### config.mk
export PLATFORM = sky130hd
export DESIGN_NAME = canvas_centering_reader
export DESIGN_NICKNAME = d
export VERILOG_FILES = /design/src/rtl/canvas_pkg.sv /design/src/rtl/canvas_centering_reader_first_last_one.sv /design/src/rtl/canvas_centering_reader.sv
export SDC_FILE = /design/constraint.sdc
export NUM_CORES = 2
export LEC_CHECK = 0
export BUFFER_PORTS_ARGS = -buffer_cell sky130_fd_sc_hd__buf_2
export CORE_MARGIN = 4
export CORE_UTILIZATION = 25
export DETAILED_ROUTE_END_ITERATION = 6
export PLACE_DENSITY = 0.46
export SETUP_SLACK_MARGIN = 0.1
export SYNTH_ARGS = -nofsm -noshare
export SYNTH_HDL_FRONTEND = slang
export SYNTH_HIERARCHICAL = 1
export SYNTH_SLANG_ARGS = --single-unit
### constraint.sdc
create_clock -name clk -period 7.6 [get_ports clk]
set_clock_uncertainty 0.1 [all_clocks]
set_input_delay 1.14 -clock clk [delete_from_list [all_inputs] [get_ports clk]]
set_output_delay 1.14 -clock clk [all_outputs]
set_load 0.05 [all_outputs]
### src/rtl/canvas_pkg.sv
// Shared canvas geometry, reader FSM encoding and the flat-bitmap index helper.
package canvas_pkg;

  localparam int unsigned CANVAS_W = 32;
  localparam int unsigned CANVAS_H = 32;

  typedef enum logic [2:0] {
    StIdle,
    StScan,
    StCalc,
    StStream,
    StDone
  } state_e;

  function automatic int unsigned pix_index(input int unsigned x, input int unsigned y,
                                            input int unsigned w);
    return x + w * y;
  endfunction

endpackage

### src/rtl/canvas_centering_reader_first_last_one.sv
// Combinational scan of a vector: any bit set, plus lowest and highest set index.
module first_last_one #(
  parameter int unsigned Width = 32,
  parameter int unsigned IW    = $clog2(Width)
) (
  input  logic [Width-1:0] vec,
  output logic             any,
  output logic [IW-1:0]    lo,
  output logic [IW-1:0]    hi
);

  assign any = |vec;

  always_comb begin
    lo = '0;
    hi = '0;
    // Descending pass leaves the lowest set index; ascending pass the highest.
    for (int i = Width - 1; i >= 0; i--) begin
      if (vec[i]) lo = IW'(i);
    end
    for (int i = 0; i < Width; i++) begin
      if (vec[i]) hi = IW'(i);
    end
  end

endmodule

### src/rtl/canvas_centering_reader.sv
// Snapshots the canvas, finds the ink bounding box and streams the image back out
// translated so the drawn digit sits in the centre.
module canvas_centering_reader
  import canvas_pkg::*;
#(
  parameter int unsigned canvasWidth  = CANVAS_W,
  parameter int unsigned canvasHeight = CANVAS_H,
  parameter int unsigned XW           = $clog2(canvasWidth),
  parameter int unsigned YW           = $clog2(canvasHeight)
) (
  input  logic                                clk,
  input  logic                                rst,
  input  logic                                start,
  input  logic [canvasWidth*canvasHeight-1:0] canvas,
  output logic                                busy,
  output logic                                pix_valid,
  input  logic                                pix_ready,
  output logic                                pix_data,
  output logic [XW-1:0]                       pix_x,
  output logic [YW-1:0]                       pix_y,
  output logic                                pix_last,
  output logic                                done,
  output logic                                was_empty,
  output logic [XW-1:0]                       bbox_min_x,
  output logic [XW-1:0]                       bbox_max_x,
  output logic [YW-1:0]                       bbox_min_y,
  output logic [YW-1:0]                       bbox_max_y
);

  localparam int unsigned N  = canvasWidth * canvasHeight;
  localparam int unsigned IW = $clog2(N);
  localparam logic [XW-1:0] XMax = XW'(canvasWidth - 1);
  localparam logic [YW-1:0] YMax = YW'(canvasHeight - 1);

  state_e                 state_q, state_d;
  logic [N-1:0]           snap_q, snap_d;
  logic [YW-1:0]          row_q, row_d;
  logic [canvasWidth-1:0] col_acc_q, col_acc_d;
  logic                   found_y_q, found_y_d;
  logic [YW-1:0]          min_y_q, min_y_d, max_y_q, max_y_d;
  logic [XW-1:0]          bmin_x_q, bmin_x_d, bmax_x_q, bmax_x_d;
  logic [YW-1:0]          bmin_y_q, bmin_y_d, bmax_y_q, bmax_y_d;
  logic                   empty_q, empty_d;
  logic signed [XW:0]     shift_x_q, shift_x_d;
  logic signed [YW:0]     shift_y_q, shift_y_d;
  logic [XW-1:0]          x_q, x_d;
  logic [YW-1:0]          y_q, y_d;
  logic                   valid_q, valid_d;

  logic [canvasWidth-1:0] row_bits;
  logic [IW-1:0]          row_base;
  logic                   col_any;
  logic [XW-1:0]          col_lo, col_hi;
  logic signed [XW+1:0]   sum_x, src_x;
  logic signed [YW+1:0]   sum_y, src_y;
  logic                   src_in;
  logic [IW-1:0]          src_idx;

  first_last_one #(
    .Width (canvasWidth),
    .IW    (XW)
  ) u_col (
    .vec (col_acc_q),
    .any (col_any),
    .lo  (col_lo),
    .hi  (col_hi)
  );

  assign row_base = IW'(pix_index(0, 32'(row_q), canvasWidth));
  assign row_bits = snap_q[row_base +: canvasWidth];

  // Two guard bits keep W-1-min-max exact before the floor halving.
  assign sum_x = $signed({2'b00, XMax}) - $signed({2'b00, col_lo}) - $signed({2'b00, col_hi});
  assign sum_y = $signed({2'b00, YMax}) - $signed({2'b00, min_y_q}) - $signed({2'b00, max_y_q});

  assign src_x   = $signed({2'b00, x_q}) - $signed({shift_x_q[XW], shift_x_q});
  assign src_y   = $signed({2'b00, y_q}) - $signed({shift_y_q[YW], shift_y_q});
  // Power-of-two canvas: in range exactly when both guard bits are clear.
  assign src_in  = (src_x[XW+1:XW] == 2'b00) && (src_y[YW+1:YW] == 2'b00);
  assign src_idx = IW'(pix_index(32'(src_x[XW-1:0]), 32'(src_y[YW-1:0]), canvasWidth));

  always_comb begin
    state_d   = state_q;
    snap_d    = snap_q;
    row_d     = row_q;
    col_acc_d = col_acc_q;
    found_y_d = found_y_q;
    min_y_d   = min_y_q;
    max_y_d   = max_y_q;
    bmin_x_d  = bmin_x_q;
    bmax_x_d  = bmax_x_q;
    bmin_y_d  = bmin_y_q;
    bmax_y_d  = bmax_y_q;
    empty_d   = empty_q;
    shift_x_d = shift_x_q;
    shift_y_d = shift_y_q;
    x_d       = x_q;
    y_d       = y_q;
    valid_d   = valid_q;

    unique case (state_q)
      StIdle: begin
        if (start) begin
          snap_d    = canvas;
          row_d     = '0;
          col_acc_d = '0;
          found_y_d = 1'b0;
          min_y_d   = '0;
          max_y_d   = '0;
          state_d   = StScan;
        end
      end
      StScan: begin
        col_acc_d = col_acc_q | row_bits;
        if (|row_bits) begin
          if (!found_y_q) begin
            min_y_d   = row_q;
            found_y_d = 1'b1;
          end
          max_y_d = row_q;
        end
        if (row_q == YMax) state_d = StCalc;
        else row_d = row_q + 1'b1;
      end
      StCalc: begin
        if (col_any) begin
          shift_x_d = $signed(sum_x[XW+1:1]);
          shift_y_d = $signed(sum_y[YW+1:1]);
          bmin_x_d  = col_lo;
          bmax_x_d  = col_hi;
          bmin_y_d  = min_y_q;
          bmax_y_d  = max_y_q;
          empty_d   = 1'b0;
        end else begin
          shift_x_d = '0;
          shift_y_d = '0;
          bmin_x_d  = '0;
          bmax_x_d  = '0;
          bmin_y_d  = '0;
          bmax_y_d  = '0;
          empty_d   = 1'b1;
        end
        x_d     = '0;
        y_d     = '0;
        valid_d = 1'b1;
        state_d = StStream;
      end
      StStream: begin
        if (pix_ready) begin
          // Counters wrap to zero naturally after the final pixel.
          x_d = x_q + 1'b1;
          if (x_q == XMax) begin
            y_d = y_q + 1'b1;
            if (y_q == YMax) begin
              valid_d = 1'b0;
              state_d = StDone;
            end
          end
        end
      end
      StDone:  state_d = StIdle;
      default: state_d = StIdle;
    endcase
  end

  always_ff @(posedge clk) begin
    if (rst) begin
      state_q   <= StIdle;
      snap_q    <= '0;
      row_q     <= '0;
      col_acc_q <= '0;
      found_y_q <= 1'b0;
      min_y_q   <= '0;
      max_y_q   <= '0;
      bmin_x_q  <= '0;
      bmax_x_q  <= '0;
      bmin_y_q  <= '0;
      bmax_y_q  <= '0;
      empty_q   <= 1'b0;
      shift_x_q <= '0;
      shift_y_q <= '0;
      x_q       <= '0;
      y_q       <= '0;
      valid_q   <= 1'b0;
    end else begin
      state_q   <= state_d;
      snap_q    <= snap_d;
      row_q     <= row_d;
      col_acc_q <= col_acc_d;
      found_y_q <= found_y_d;
      min_y_q   <= min_y_d;
      max_y_q   <= max_y_d;
      bmin_x_q  <= bmin_x_d;
      bmax_x_q  <= bmax_x_d;
      bmin_y_q  <= bmin_y_d;
      bmax_y_q  <= bmax_y_d;
      empty_q   <= empty_d;
      shift_x_q <= shift_x_d;
      shift_y_q <= shift_y_d;
      x_q       <= x_d;
      y_q       <= y_d;
      valid_q   <= valid_d;
    end
  end

  assign busy       = (state_q != StIdle);
  assign done       = (state_q == StDone);
  assign pix_valid  = valid_q;
  assign pix_x      = x_q;
  assign pix_y      = y_q;
  assign pix_data   = valid_q && src_in && snap_q[src_idx];
  assign pix_last   = valid_q && (x_q == XMax) && (y_q == YMax);
  assign was_empty  = empty_q;
  assign bbox_min_x = bmin_x_q;
  assign bbox_max_x = bmax_x_q;
  assign bbox_min_y = bmin_y_q;
  assign bbox_max_y = bmax_y_q;

endmodule

* Yosys cells after proc, flatten, opt, wreduce, memory -nomap -nowiden
Index checks and enable logic that the tools add are counted.
** Word-level totals
- Bits in registers :: 1119
- Input bits :: 1028
- Output and inout bits :: 36
- Logic and storage cells :: 167
** Operators by class
- Add/sub/neg operators :: 10
- Magnitude comparators :: 1
- Eq/ne operators :: 15
- Shift-type cells :: 1
- Muxes and demuxes :: 100
- Bitwise operators :: 1
- Reduce and logical (&&, ||, !) cells :: 22
** Operators by type and width (number)
- variable part select 1024 x 11 -> 32 bit :: 1
- two-way mux 5 bit :: 60
- case mux 32 bit (2 select lines) :: 1
- OR reduction 32 bit :: 2
- case mux 5 bit (2 select lines) :: 5
- two-way mux 32 bit :: 1
- two-way mux 4 bit :: 8
- OR 32 bit :: 1
- subtractor 6 x 6 -> 7 bit :: 4
- two-way mux 3 bit :: 9
- != test 2 bit (second input constant) :: 8
- adder 5 x 1 -> 5 bit (second input constant) :: 3
- equality test 5 bit (second input constant) :: 3
- two-way mux 6 bit :: 2
- case mux 3 bit (4 select lines) :: 1
- subtractor 5 x 5 -> 6 bit (first input constant) :: 2
- < comparator 10 x 11 -> 1 bit (second input constant) :: 1
- adder 5 x 10 -> 10 bit :: 1
- binary-select mux 1 bit (select 10 bit) :: 1
- AND reduction 3 bit :: 3
- two-way mux 1 bit :: 8
- AND reduction 4 bit :: 2
- equality test 3 x 2 -> 1 bit (second input constant) :: 2
- AND reduction 2 bit :: 3
- 10 further kinds :: 18

* Depth between registers and ports, before layout
- Depth after elaboration :: 35
- Mapped depth :: 16
- Mapped depth without buffers :: 13

* Cells and area by module
Netlist, hierarchy kept.
** By module, submodules not included
- canvas_centering_reader :: instances 1, cells each 5948, area an instance 54999.0 µm², sequential area each 22401.5 µm²
- first_last_one :: instances 1, cells each 106, area an instance 594.3 µm², sequential area each 0.0 µm²

* Worst setup path before layout
No wires, ideal clock.
- Path kind :: flip-flop to output port
- From :: register x_q[0], in the netlist pix_x[0]
- To :: output port pix_data
- Arrival :: 4327 ps
- Required time :: 6360 ps
- Slack :: 2033 ps
- Stages on the path, launching flop included :: 15
- Path buffers :: 4
- Path through :: dfxtp_1 -> inv_1 -> ha_1 -> inv_1 -> fa_1 -> buf_2 -> buf_2 -> buf_2 -> buf_2 -> mux4_2 -> mux2i_1 -> a2111oi_0 -> o41ai_1 -> o211a_1 -> a31oi_1
** On the way
- Word-level cells in the longest chain between the ends :: 5
- Elaborated cells between the ends (all ways) :: 8
- Classes of those cells :: add/sub (2); mux (2); reduce/logical (4)
** Ends and longest elaborated chain
- start: declaration :: RTL line canvas_centering_reader.sv:46 : logic [XW-1:0] x_q, x_d;
- start signal: assignment :: RTL line canvas_centering_reader.sv:182 : x_q <= '0;
- start signal: assignment :: RTL line canvas_centering_reader.sv:200 : x_q <= x_d;
- subtractor 6 x 6 -> 7 bit * :: RTL line canvas_centering_reader.sv:76 : assign src_x = $signed({2'b00, x_q}) - $signed({shift_x_q[XW], shift_x_q});
- adder 5 x 10 -> 10 bit or zero test 2 bit (tied branches) :: RTL line canvas_pkg.sv:17, canvas_centering_reader.sv:79
- binary-select mux 1 bit (select 10 bit) or logical AND 1 bit (tied branches) :: RTL line canvas_centering_reader.sv:211, canvas_centering_reader.sv:79
- two-way mux 1 bit (implied by the code) or logical AND 1 bit (tied branches) :: RTL line canvas_centering_reader.sv:211 : assign pix_data = valid_q && src_in && snap_q[src_idx];
- logical AND 1 bit * :: RTL line canvas_centering_reader.sv:211
- end: declaration :: RTL line canvas_centering_reader.sv:18 : output logic pix_data,
Every way passes the cells marked *; elsewhere a longest branch is shown, timed or not. The select of a mux whose other input is x is not followed.

* Final worst setup path
Same ends and word-level chain as after synthesis.

==> results.cfg <==
[outcome]
status = finished, final reports clean

[synthesis]
synth-compound-area-share_pct = 11.8
syn-cell-area_mm2 = 0.0556
ys_ff_latch = 1119
muxShareOfSynthArea_pct = 26.2
yosys.area_share.adder_pct = 0.684
async_flop_share_pct = 0
synthXorXnorAreaFrac_pct = 0.299
synth_edf_count = 0
syn_avg_cell_area_um2 = 9.18
ys_top_cells_by_area = dfxtp_1 40%, mux4_2 25%, nand2_1 15%
yosysSeqAreaShare_pct = 40.3
synth_nets = 7110
ys.flop_type = dfxtp_1
synth.top_cell.area_share_pct = 40.3
synth-simple-area-share_pct = 16.7
synth_top_family_by_area = multiplexers
yosysUniqueCellTypes = 65
synth_cells = 6054
synth_top_area_cell = dfxtp_1
yosysWarnings = 6

[sta]
fin_crit_sh_pct = 93.7
setup_tns_ns = 0
maxSlewHeadroom_pct = 9.20
rsz0062_at_grt = false
hold_viol = 0
setup_viol = 0
finalCriticalPeriod_ns = 7.12
max_freq_mhz = 140
slew_violations = 0
worst_pin_slew_ns = 1.36
hold_slack_ns = 0.352

[layout]
areaGrowthSynthToFinish_pct = 23.3
instances_no_fill = 9942
nets = 7874
drive_gt1_share_pct = 29.1

[worst_setup_path]
path_max_fanout = 60
path_class = flop to primary output
rrSetupSlack_ns = 2.84
required_ns = 6.36
end_kind = primary output
cp.arrival_ns = 5.88
worst_setup_path_start_kind = flop

[power_and_ir_drop]
p_int_mw = 11.1
p_comb_share_pct = 13.3
swShare_pct = 29.5
p_clk_share_pct = 44.1
pwr-share-seq_pct = 42.6
power.density_mw_per_mm2 = 229
switchingPower_mw = 4.63
ir_drop_mv = 0.204
leakagePower_nw = 25.4

[grt]
grt_usage_pct = 26.3
grt_start_max_net_pins = 216
antenna_found_initial = 104
grt_pass1_wl_mm = 424
grt_pass1_vias = 51400
overflow = 0

[clock_tree]
cts_tree = built
cts_buffers = 139
cts.htree.levels = 4
clock_path_buffers = 3
clkTransAtPathRegs_ns = 0.06
cts_hold_buf = 0
root_buffer = clkbuf_16
clock_sinks = 1119
clkLatencyLatePin_ns = 0.84

[floorplanning]
initial_core_util_pct = 25.2
die_w_um = 480
die_height_um = 480
core_mm2 = 0.220
std_cell_rows = 172
boundaryPins = 1064
die-area_mm2 = 0.230

[routing]
drc_errors = 0
ant_nets = 0
vias = 53400
dr.pass1.iters = 6
wl_mm = 316
routed_via_density = 5.37
drt_iter0_drc = 6398
wl_per_cell_um = 31.7

[min_path]
hp-class = flop to flop

[placement]
gp_congestion = 0.986
io_buffers = 1063
dp_cells = 9634
hpwl_mm = 256

[job]
maxCapViolCount = 0
[power groups by stage]
stage          registers (mW)  logic (mW)  clock network (mW)
3_5_place_dp             6.78        2.07                   0
2_1_floorplan            6.46        1.21                   0
6_report                 6.68        2.09                6.92
3_3_place_gp             6.79        2.05                   0
5_1_grt                  6.68        2.25                7.28
4_1_cts                  6.65        2.08                7.07
[stage by stage]
stage               utilization [%]  area [um2]  power (mW)  worst slack (ns)
floorplan                         -       55600        7.67              2.03
global placement               28.9       63600        8.84              1.14
detailed placement             28.9       63600        8.85              1.09
CTS                            31.0       68400        15.8             0.195
global route                   31.1       68500        16.2             0.197
finish                         31.1       68500        15.7             0.476
[layout make-up]
type                       count  area (um2)
fill                       23300      152000
multi-input combinational   4371       31100
sequential                  1119       22400
timing repair buffer        1141        6280
clock buffer                 191        4000
tap                         2958        3700
clock inverter                55         756
inverter                      46         173
antenna                       61         153
[flip-flops by register name (all words and copies together), names as in the netlist]
signal and flops:
snap_q 1024, col_acc_q 32, shift_x_q 6, shift_y_q 6, bbox_max_x 5, bbox_max_y 5, bbox_min_x 5, bbox_min_y 5
max_y_q 5, min_y_q 5, pix_x 5, pix_y 5, row_q 5, state_q 3, found_y_q 1, pix_valid 1
was_empty 1
[layout by cell type (no fill, tap or decap), types with 12 or more instances in the layout]
cell | Yosys | layout
inv_1 | 46 | 46
buf_12 | 0 | 29
ha_1 | 24 | 22
mux2i_1 | 60 | 60
clkinv_2 | 0 | 20
nor3_1 | 21 | 20
clkbuf_16 | 0 | 142
a21oi_1 | 1052 | 1052
buf_2 | 46 | 1062
o22ai_1 | 12 | 12
clkbuf_1 | 424 | 23
mux4_2 | 618 | 618
diode_2 | 0 | 61
clkbuf_8 | 0 | 26
buf_4 | 5 | 49
nand3_1 | 24 | 23
nor2b_1 | 12 | 12
nor4_1 | 22 | 22
nand2_1 | 2201 | 2200
a31oi_1 | 14 | 14
dfxtp_1 | 1119 | 1114
o21ai_0 | 76 | 75
nor2_1 | 67 | 64
[repair_timing]
action,in CTS,in global routing
setup buffers,0,1
gates resized for setup,0,0
endpoints found under the setup margin,0,1
[path summary, 6_finish.rpt]
check,startpoint,to,cells past startpoint
setup / recovery,pix_x[0],pix_data,14
hold / removal,bbox_max_x[2],bbox_max_x[2],2
setup reg to reg,row_q[0],min_y_q[2],11
hold reg to reg,bbox_max_x[2],bbox_max_x[2],2
[worst max-delay path, stage by stage (launching register included)]
cell,delay (ns)
dfxtp_1,0.36
inv_1,0.12
ha_4,0.14
inv_1,0.05
fa_4,1.12
buf_12,0.25
buf_12,0.41
mux4_2,0.58
mux4_2,0.49
nand3_1,0.10
o211ai_1,0.10
o31ai_1,0.58
buf_4,0.26
a31oi_1,0.08
buf_2,0.27
[synthesized netlist by cell type, drive strengths merged, types with 6 or more instances]
cell and number:
o21ai 80, nand3b 6, a22o 6, and2 12, a311oi 6, nor2 67
mux4 618, mux2i 60, a31oi 14, clkbuf 424, nor4 22, inv 46
nand3 24, nand2b 7, o22ai 12, dfxtp 1119, o221ai 6, nor3 21
ha 24, nand4 10, and3 8, nor2b 12, a21o 8, o211ai 9
xor2 11, nand2 2202, a221oi 9, buf 94, a21oi 1052, xnor2 8
[routing by layer]
layer,track usage [%],vias up,wire [um]
li1,-,22900,-
met1,36.0,26700,134000
met2,38.2,3250,134000
met3,8.04,533,33400
met4,11.6,34,14600
met5,0,-,216
[kinds of logic (layout without fill, tap and decap cells)]
family,after synthesis,after routing
and+or+nand+nor,2397,2397
xor gates and xnor gates,19,19
adders and majority gates,28,28
other,0,61
AOI/OAI and AO/OA,1245,1245
buffers and inverters,564,1433
DFF,1119,1119
muxes,682,682
No activity file was read; power rests on OpenSTA's default activity.
